File: src/rtl/cm_lvl_fc_pkg.sv
// Shared types and helpers for the level-tracking flow controller.
package cm_lvl_fc_pkg;

    typedef enum logic {FC_XON, FC_XOFF} fc_state_t;

    // Bits needed to hold values 0..n-1.
    function automatic int sclog2(input int n);
        int r;
        r = 0;
        while ((1 << r) < n) r++;
        return r;
    endfunction

    // max(a-b, 0), truncated to w bits.
    function automatic int sat_sub(input int a, input int b, input int w);
        int d;
        d = (a > b) ? (a - b) : 0;
        return d & ((1 << w) - 1);
    endfunction

endpackage

File: src/rtl/cm_lvl_fc_if.sv
// Level-report bundle: the controller drives level/flags, the consumer supplies the threshold.
interface cm_if_lvl #(parameter int CAPACITY = 16);
    import cm_lvl_fc_pkg::*;

    localparam int W = sclog2(CAPACITY + 1);

    logic         lim;
    logic [W-1:0] lvl;
    logic         lvl_gte;
    logic [W-1:0] lvl_thr;

    modport mst (output lim, lvl, lvl_gte, input lvl_thr);
    modport slv (input lim, lvl, lvl_gte, output lvl_thr);

endinterface

File: src/rtl/cm_lvl_fc_cnt.sv
// Saturating up/down occupancy counter with sticky overflow/underflow detection.
module cm_lvl_cnt #(
    parameter int CAPACITY = 16,
    parameter int W        = 5
) (
    input  logic         clk,
    input  logic         rst,
    input  logic         i_inc,
    input  logic         i_dec,
    input  logic         i_err_clr,
    output logic [W-1:0] o_lvl,
    output logic [W-1:0] o_lvl_n,
    output logic         o_ovf,
    output logic         o_udf
);

    localparam logic [W-1:0] CAP_W = W'(CAPACITY);

    logic [W-1:0] r_lvl;
    logic         r_ovf;
    logic         r_udf;
    logic [W-1:0] w_lvl_n;
    logic         w_ovf_set;
    logic         w_udf_set;

    // Simultaneous inc and dec cancel, so they never raise an error even at the limits.
    always_comb begin
        w_lvl_n   = r_lvl;
        w_ovf_set = 1'b0;
        w_udf_set = 1'b0;
        if (i_inc && !i_dec) begin
            if (r_lvl == CAP_W) w_ovf_set = 1'b1;
            else                w_lvl_n   = r_lvl + W'(1);
        end else if (i_dec && !i_inc) begin
            if (r_lvl == '0) w_udf_set = 1'b1;
            else             w_lvl_n   = r_lvl - W'(1);
        end
    end

    always_ff @(posedge clk) begin
        if (rst) begin
            r_lvl <= '0;
            r_ovf <= 1'b0;
            r_udf <= 1'b0;
        end else begin
            r_lvl <= w_lvl_n;
            r_ovf <= w_ovf_set | (r_ovf & ~i_err_clr);
            r_udf <= w_udf_set | (r_udf & ~i_err_clr);
        end
    end

    assign o_lvl   = r_lvl;
    assign o_lvl_n = w_lvl_n;
    assign o_ovf   = r_ovf;
    assign o_udf   = r_udf;

endmodule

File: src/rtl/cm_lvl_fc.sv
// Level-tracking flow controller: occupancy count, full/empty/limit flags,
// threshold compare and hysteretic xoff toward the upstream producer.
module cm_lvl_fc
    import cm_lvl_fc_pkg::*;
#(
    parameter int CAPACITY = 16,
    parameter bit LIM_FULL = 1'b1,
    parameter int HYST     = 2
) (
    input  logic  clk,
    input  logic  rst,
    input  logic  inc,
    input  logic  dec,
    cm_if_lvl.mst lvl_if,
    output logic  full,
    output logic  empty,
    output logic  xoff,
    output logic  ovf,
    output logic  udf,
    input  logic  err_clr
);

    localparam int           W     = sclog2(CAPACITY + 1);
    localparam logic [W-1:0] CAP_W = W'(CAPACITY);

    logic [W-1:0] w_lvl;
    logic [W-1:0] w_lvl_n;
    logic         w_thr_zero;
    logic         w_thr_over;
    logic         w_gte_n;
    logic [W:0]   w_rel;

    logic         r_full;
    logic         r_empty;
    logic         r_lim;
    logic         r_gte;
    logic         r_xoff;
    fc_state_t    r_state;

    cm_lvl_cnt #(
        .CAPACITY (CAPACITY),
        .W        (W)
    ) u_cnt (
        .clk       (clk),
        .rst       (rst),
        .i_inc     (inc),
        .i_dec     (dec),
        .i_err_clr (err_clr),
        .o_lvl     (w_lvl),
        .o_lvl_n   (w_lvl_n),
        .o_ovf     (ovf),
        .o_udf     (udf)
    );

    // Release point is one bit wider so thresholds below HYST saturate to 0 instead of wrapping.
    always_comb begin
        w_thr_zero = (lvl_if.lvl_thr == '0);
        w_thr_over = (lvl_if.lvl_thr > CAP_W);
        w_gte_n    = w_thr_zero ? 1'b1 : (w_thr_over ? 1'b0 : (w_lvl_n >= lvl_if.lvl_thr));
        w_rel      = (W + 1)'(sat_sub(int'(lvl_if.lvl_thr), HYST, W + 1));
    end

    always_ff @(posedge clk) begin
        if (rst) begin
            r_full  <= 1'b0;
            r_empty <= 1'b1;
            r_lim   <= !LIM_FULL;
            r_gte   <= w_thr_zero;
            r_xoff  <= 1'b0;
            r_state <= FC_XON;
        end else begin
            r_full  <= (w_lvl_n == CAP_W);
            r_empty <= (w_lvl_n == '0);
            r_lim   <= LIM_FULL ? (w_lvl_n == CAP_W) : (w_lvl_n == '0);
            r_gte   <= w_gte_n;
            case (r_state)
                FC_XON: begin
                    if (!w_thr_zero && (w_lvl_n >= lvl_if.lvl_thr)) begin
                        r_state <= FC_XOFF;
                        r_xoff  <= 1'b1;
                    end
                end
                FC_XOFF: begin
                    if (w_thr_zero || ({1'b0, w_lvl_n} < w_rel)) begin
                        r_state <= FC_XON;
                        r_xoff  <= 1'b0;
                    end
                end
                default: begin
                    r_state <= FC_XON;
                    r_xoff  <= 1'b0;
                end
            endcase
        end
    end

    assign lvl_if.lvl     = w_lvl;
    assign lvl_if.lim     = r_lim;
    assign lvl_if.lvl_gte = r_gte;
    assign full           = r_full;
    assign empty          = r_empty;
    assign xoff           = r_xoff;

endmodule

File: src/flat_wrapper.sv
// flat-port wrapper written by rule: the top's interface ports become plain ports
module cm_lvl_fc_flat import cm_lvl_fc_pkg::*;
#(
    parameter int CAPACITY = 16,
    parameter bit LIM_FULL = 1'b1,
    parameter int HYST     = 2
)
  (clk, rst, inc, dec, full, empty, xoff, ovf, udf, err_clr, lvl_if_lim, lvl_if_lvl, lvl_if_lvl_gte, lvl_if_lvl_thr);
  cm_if_lvl #(.CAPACITY(CAPACITY)) lvl_if_i ();
  input  logic clk;
  input  logic rst;
  input  logic inc;
  input  logic dec;
  output logic full;
  output logic empty;
  output logic xoff;
  output logic ovf;
  output logic udf;
  input  logic err_clr;
  output wire logic [$bits(lvl_if_i.lim)-1:0] lvl_if_lim;
  output wire logic [$bits(lvl_if_i.lvl)-1:0] lvl_if_lvl;
  output wire logic [$bits(lvl_if_i.lvl_gte)-1:0] lvl_if_lvl_gte;
  input wire logic [$bits(lvl_if_i.lvl_thr)-1:0] lvl_if_lvl_thr;
  assign lvl_if_lim = lvl_if_i.lim;
  assign lvl_if_lvl = lvl_if_i.lvl;
  assign lvl_if_lvl_gte = lvl_if_i.lvl_gte;
  assign lvl_if_i.lvl_thr = lvl_if_lvl_thr;
  cm_lvl_fc #(.CAPACITY(CAPACITY), .LIM_FULL(LIM_FULL), .HYST(HYST)) u_core (.clk(clk), .rst(rst), .inc(inc), .dec(dec), .lvl_if(lvl_if_i), .full(full), .empty(empty), .xoff(xoff), .ovf(ovf), .udf(udf), .err_clr(err_clr));
endmodule
File: config.mk
export PLATFORM = sky130hd
export DESIGN_NAME = cm_lvl_fc_flat
export DESIGN_NICKNAME = d
export VERILOG_FILES = /design/src/rtl/cm_lvl_fc_pkg.sv /design/src/rtl/cm_lvl_fc_if.sv /design/src/rtl/cm_lvl_fc_cnt.sv /design/src/rtl/cm_lvl_fc.sv /design/src/flat_wrapper.sv
export SDC_FILE = /design/constraint.sdc
export NUM_CORES = 1
export LEC_CHECK = 0
export CAP_MARGIN = 20
export CORE_MARGIN = 10
export CORE_UTILIZATION = 30
export CTS_CLUSTER_SIZE = 12
export DETAILED_ROUTE_END_ITERATION = 16
export SLEW_MARGIN = 20
export SYNTH_ARGS = -nofsm -noshare
export SYNTH_HDL_FRONTEND = slang
export SYNTH_SLANG_ARGS = --single-unit
export TNS_END_PERCENT = 1
File: constraint.sdc
create_clock -name clk -period 7.6 [get_ports clk]
set_input_delay 1.14 -clock clk [delete_from_list [all_inputs] [get_ports clk]]
set_output_delay 1.14 -clock clk [all_outputs]
set_load 0.02 [all_outputs]
==> flow_metrics.tcl, run 1 <==
set metrics [dict create \
    cap_viol_max_count 0 \
    htree_levels 1 \
    fin_crit_sh_pct 49.0 \
    die_area_mm2 0.00642 \
    ios 22 \
    syn-cell-area_mm2 0.00108 \
    cts_buffers 3 \
    final-seq-area_um2 240 \
    synthArstFlopShare_pct 0 \
    syn_inst 125 \
    initial_utilization_pct 31.8 \
    n_antenna_cell 0 \
    core_area_mm2 0.00342 \
    tightest_slew_ps 516 \
    worstPathRequired_ps 7750 \
    cp_num_cells 10 \
    wirelength_um 2570 \
    multi_input_area_um2 737 \
    max_slew_margin_pct 65.5 \
    worstPathMaxFanout 10 \
    gp_congestion 0.850 \
    synth_edf_count 0 \
    die_h_um 80.1 \
    final_cell_mix "21 x clkdlybuf4s50_1, 14 x inv_1, 13 x ha_1" \
    fp.dieW_um 80.1 \
    first_pass_iters 4 \
    layout_min_cycle_time_ps 3720 \
    vias 974 \
    clk_pin_slew_ps 70 \
    cpPeakStageDelay_ps 700 \
    hp-class "register to register" \
    drc 0 \
    ys_ff_latch 12 \
    critical_path_class "input port to register" \
    swShare_pct 36.8 \
    crit_chain "clkdlybuf4s50_1, nand2b_1, a22oi_2, xnor2_2, ha_1, nand2b_1, a211oi_1, o32ai_1, and3b_1, a311o_1" \
    antenna_left 0 \
    postCtsHoldBufs 0 \
    postSynthAreaPerCell_um2 8.68 \
    leakage_nw 0.597 \
    peakVddDrop_uv 134 \
    nets 167 \
    clock_path_buffers 2 \
    grt_pass1_vias 1056 \
    p_int_uw 156 \
    cts_root_buffer "clkbuf_4" \
    ys_types 54 \
    p_switching_uw 90.7 \
    cts.sinks 12 \
    clock_skew_ps 5.71 \
    cp_common_cell "nand2b_1" \
    drive_gt1_share_pct 10.5 \
    finalHoldViolCount 0 \
    comb_power_share_pct 47.8 \
    drt-initial-drc-count 93 \
    antenna_found_initial 0 \
    cts_resized 0 \
    overflow 0 \
    cpMaxStageDelayCell "clkdlybuf4s50_1" \
    syn-num-nets 148 \
    ys.flop_type "dfxtp_1" \
    worstSetupStartpointType "input port" \
    holdWs_ps 503 \
    r2r_setup_slack_ps 4560 \
    cp_data_arrival_time_ps 3870 \
    cp.buffers_inverters 1 \
    grt_pass1_wl_um 4530 \
    area_growth_pct 23.6 \
    numPortBuffers 21 \
    fin_setup_tns_ps 0 \
    ff2ff_path_depth 12 \
    fmax_mhz 269 \
    worstSkewPairLatency_ps 270 \
    pwr-share-clk_pct 19.9 \
    whs_path_depth 2 \
    rsz0062_at_grt "false" \
    worstSetupEndpointType "register" \
    track_usage_pct 8.47 \
    rows 21 \
    finalMaxSlewViolations 0 \
    crit_family "compound AO/OA/AOI/OAI gates" \
    placed_cell_area_mm2 0.00131 \
    fin_area_mm2 0.00134 \
    yosys_warnings 0 \
    fill_cells 371 \
    seqPwrFrac_pct 32.4 \
    setup_violations 0 \
    dp_hpwl_um 2110 \
    powerDensity_mw_per_mm2 184 \
    routed_via_density 5.15 \
    cts_setup_buffers 0 \
    grt_start_max_net_pins 13 \
    cts_tree "built" \
    wl_per_cell_um 13.6 \
    layout_commonest_cell "clkdlybuf4s50_1" \
    status "finished clean" \
    ys_seq_area_share_pct 22.1 \
]
-- worst reg2reg max path, cell delays in order (launching register included) --
cell	delay (ps)
dfxtp_1	410
inv_1	140
ha_1	250
nor4b_4	340
o31ai_2	130
a221oi_2	330
inv_2	80
ha_1	290
a21o_1	150
a21oi_1	200
and2_0	170
a311oi_2	60
a311o_1	370
-- area by class of cell --
cell class,count,share of cell area (%)
multi-input combinational,90,54.9
sequential,12,17.9
timing repair buffer,21,15.7
inverter,16,4.48
tap,46,4.29
clock buffer,4,2.71
-- synth_stat cells, drive strengths merged, types with 2 or more instances --
library cell  instances  area share [%]
inv                  16             5.5
ha                   13              15
dfxtp                12              22
nor2                  9             3.1
buf                   6             4.0
nand2                 5             1.7
nand2b                5             2.9
nor3                  4             1.8
a21oi                 3             1.4
and3                  3             1.7
o21ai                 3             1.4
a31oi                 2             1.2
a32oi                 2             1.6
nand3                 2            0.92
nand4                 2             1.2
nor2b                 2             1.2
nor3b                 2             2.4
o211ai                2             1.4
o31ai                 2             1.8
xnor2                 2             2.3
xor2                  2             1.6
-- final timing paths --
path                                             from                  to
worst min register to register     u_core.u_cnt.o_ovf  u_core.u_cnt.o_ovf
worst min-delay path               u_core.u_cnt.o_ovf  u_core.u_cnt.o_ovf
worst max-delay path                              inc         u_core.xoff
worst max register to register  u_core.u_cnt.o_lvl[0]         u_core.xoff
-- through the flow --
| step | util, % | std cells | setup WS, ps | power (mW) |
|---|---|---|---|---|
| global route | 39.3 | 189 | 3680 | 0.268 |
| floorplan | - | 125 | 4390 | 0.161 |
| finish | 39.3 | 189 | 3880 | 0.247 |
| detailed placement | 38.2 | 185 | 3600 | 0.200 |
| CTS | 39.3 | 189 | 3870 | 0.250 |
| global placement | 38.2 | 185 | 3660 | 0.197 |
-- sequential cells by signal (all words and copies together), names as in the netlist --
signal / cells
u_core.xoff: 1
u_core.u_cnt.o_lvl: 5
u_core.empty: 1
u_core.lvl_if.lvl_gte: 1
u_core.u_cnt.o_udf: 1
u_core.full: 1
u_core.r_state: 1
u_core.u_cnt.o_ovf: 1
-- cells by family (layout without fill, tap and decap cells) --
group / count (synthesis) / in the layout / share of synthesized area (%)
simple gates: 41 / 41 / 23.4
buf+inv: 23 / 41 / 9.92
compound gates: 31 / 31 / 24.7
fa+ha+maj: 14 / 14 / 15.9
flops: 12 / 12 / 22.1
xor+xnor: 4 / 4 / 3.92
-- layer usage --
metal | track usage [%] | part of all wire [%] | vias up
li1 | - | - | 487
met1 | 9.61 | 45 | 459
met2 | 15.2 | 50 | 28
met3 | 2.78 | 5.3 | 0
met4 | 1.23 | 0 | 0
met5 | 0 | 0 | -
-- power by group through the flow --
| stage | Clock, mW | Combinational, mW | Sequential [mW] |
|---|---|---|---|
| floorplan | 0 | 0.0756 | 0.0857 |
| global placement | 0 | 0.116 | 0.0814 |
| detailed placement | 0 | 0.119 | 0.0814 |
| CTS | 0.0511 | 0.119 | 0.0800 |
| global route | 0.0547 | 0.132 | 0.0815 |
| finish | 0.0490 | 0.118 | 0.0799 |
Note: power is estimated with default switching activity, not from simulation.
==> run 2, diff against run 1 <==
==> constraint.sdc (replaced) <==
create_clock -name clk -period 3.48 [get_ports clk]
set_input_delay 0.522 -clock clk [delete_from_list [all_inputs] [get_ports clk]]
set_output_delay 0.522 -clock clk [all_outputs]
set_load 0.02 [all_outputs]
==> run 2 against run 1 <==
Compared with the run above: clock-buffer cell count did not move; register-to-register slack got worse by 4100 ps; largest cell class unchanged; wire length shrank 0.35%; clock power increased by 120%; total power rose by 120%; worst setup slack got worse by 3500 ps; critical endpoint unchanged; cell count grew 0.53%; sequential share of layout area down 0.10 points.
==> flow_metrics.tcl, run 2 (same netlist as run 1, synthesis figures left out) <==
set metrics [dict create \
    status "finished clean" \
    cts_buffers 3 \
    fin_ws_ps 403 \
    vias 952 \
    worstSkewPairLatency_ps 260 \
    powerDensity_mw_per_mm2 397 \
    cts_tree "built" \
    drt-initial-drc-count 67 \
    hp-class "register to register" \
    layout_commonest_cell "clkdlybuf4s50_1" \
    comb_power_share_pct 47.5 \
    wl_per_cell_um 13.5 \
    fin_crit_sh_pct 88.4 \
    n_antenna_cell 0 \
    cts_setup_buffers 0 \
    cap_viol_max_count 0 \
    track_usage_pct 8.42 \
    overflow 0 \
    cp_num_cells 11 \
    pwr-share-clk_pct 19.9 \
    postCtsHoldBufs 0 \
    grt_pass1_wl_um 4560 \
    grt_start_max_net_pins 13 \
    critical_path_class "input port to register" \
    antenna_found_initial 0 \
    worstSetupEndpointType "register" \
    drc 0 \
    first_pass_iters 4 \
    antenna_left 0 \
    cts_root_buffer "clkbuf_4" \
    numPortBuffers 21 \
    swShare_pct 36.4 \
    die_area_mm2 0.00642 \
    dp_hpwl_um 2130 \
    worstPathMaxFanout 12 \
    ios 22 \
    fmax_mhz 325 \
    leakage_nw 0.602 \
    rsz0062_at_grt "false" \
    die_h_um 80.1 \
    clock_skew_ps 3.42 \
    fp.dieW_um 80.1 \
    clock_path_buffers 2 \
    whs_path_depth 2 \
    seqPwrFrac_pct 32.6 \
    finalMaxSlewViolations 0 \
    cts.sinks 12 \
    p_int_uw 341 \
    layout_min_cycle_time_ps 3080 \
    crit_family "compound AO/OA/AOI/OAI gates" \
    clk_pin_slew_ps 70 \
    max_slew_margin_pct 65.7 \
    cpMaxStageDelayCell "clkdlybuf4s50_1" \
    cpPeakStageDelay_ps 710 \
    routed_via_density 5.01 \
    htree_levels 1 \
    fin_setup_tns_ps 0 \
    finalHoldViolCount 0 \
    rows 21 \
    largest_reg_flops 5 \
    cts_resized 0 \
    setup_violations 0 \
    cp.buffers_inverters 2 \
    nets 168 \
    p_switching_uw 195 \
    wirelength_um 2560 \
    crit_chain "clkdlybuf4s50_1, or2b_1, o41ai_2, a221oi_2, inv_2, ha_1, a21o_1, a21oi_1, and2_0, a311oi_2, a311o_1" \
    gp_congestion 0.867 \
    core_area_mm2 0.00342 \
    final_cell_mix "21 x clkdlybuf4s50_1, 14 x inv_1, 13 x ha_1" \
    fin_cells 190 \
    grt_pass1_vias 1056 \
    peakVddDrop_uv 299 \
    worstSetupStartpointType "input port" \
    ff2ff_path_depth 12 \
    pre_cts_ws_ps 79.5 \
    cp_data_arrival_time_ps 3230 \
    tightest_slew_ps 514 \
    area_growth_pct 24.3 \
    worstPathRequired_ps 3630 \
    drive_gt1_share_pct 11.1 \
    dp_cells 186 \
    initial_utilization_pct 31.8 \
]
-- run 2: cell count changes in the layout (fill, tap and decap cells not counted), sizes merged --
cell  delta
buf      +1
-- run 2: worst paths after layout --
path | startpoint | end | slack [ps]
worst max register to register | u_core.u_cnt.o_lvl[0] | u_core.xoff | 440
worst min register to register | u_core.u_cnt.o_ovf | u_core.u_cnt.o_ovf | 500
worst max-delay path | dec | u_core.xoff | 400
worst min-delay path | u_core.u_cnt.o_ovf | u_core.u_cnt.o_ovf | 500
-- run 2: area by class of cell --
class	instances	area (µm²)
timing repair buffer	22	218
clock buffer	4	36.3
tap	46	57.6
fill	376	2070
sequential	12	240
inverter	16	60.1
multi-input combinational	90	737
-- run 2: per-layer routing --
| metal | vias to the layer above | GRT usage, % | part of all wire, % |
|---|---|---|---|
| met4 | 0 | 0.704 | 0 |
| met5 | - | 0 | 0 |
| li1 | 495 | - | - |
| met1 | 440 | 9.41 | 43 |
| met3 | 0 | 2.56 | 5.2 |
| met2 | 17 | 15.7 | 52 |
-- run 2: worst reg2reg max path, delay by kind of cell, from the launching register on --
kind                       cells  cell delay, ps
DFF                            1             410
buffers and inverters          2             230
AOI/OAI and AO/OA              6            1250
and+or+nand+nor                2             510
adders and majority gates      2             530
-- run 2: power groups by stage --
stage / combinational, mW / clock, mW / sequential [mW]
2_1_floorplan: 0.165 / 0 / 0.187
3_5_place_dp: 0.258 / 0 / 0.178
6_report: 0.254 / 0.106 / 0.175
3_3_place_gp: 0.254 / 0 / 0.178
5_1_grt: 0.286 / 0.119 / 0.178
4_1_cts: 0.259 / 0.111 / 0.175
-- run 2: metrics by stage --
stage	utilization (%)	total power, mW	area (µm²)	hold WS (ps)
after floorplan	-	0.352	1080	465
after global placement	38.4	0.432	1310	478
after detailed placement	38.4	0.435	1310	484
after CTS	39.5	0.545	1350	505
after global routing	39.5	0.583	1350	553
final	39.5	0.535	1350	500
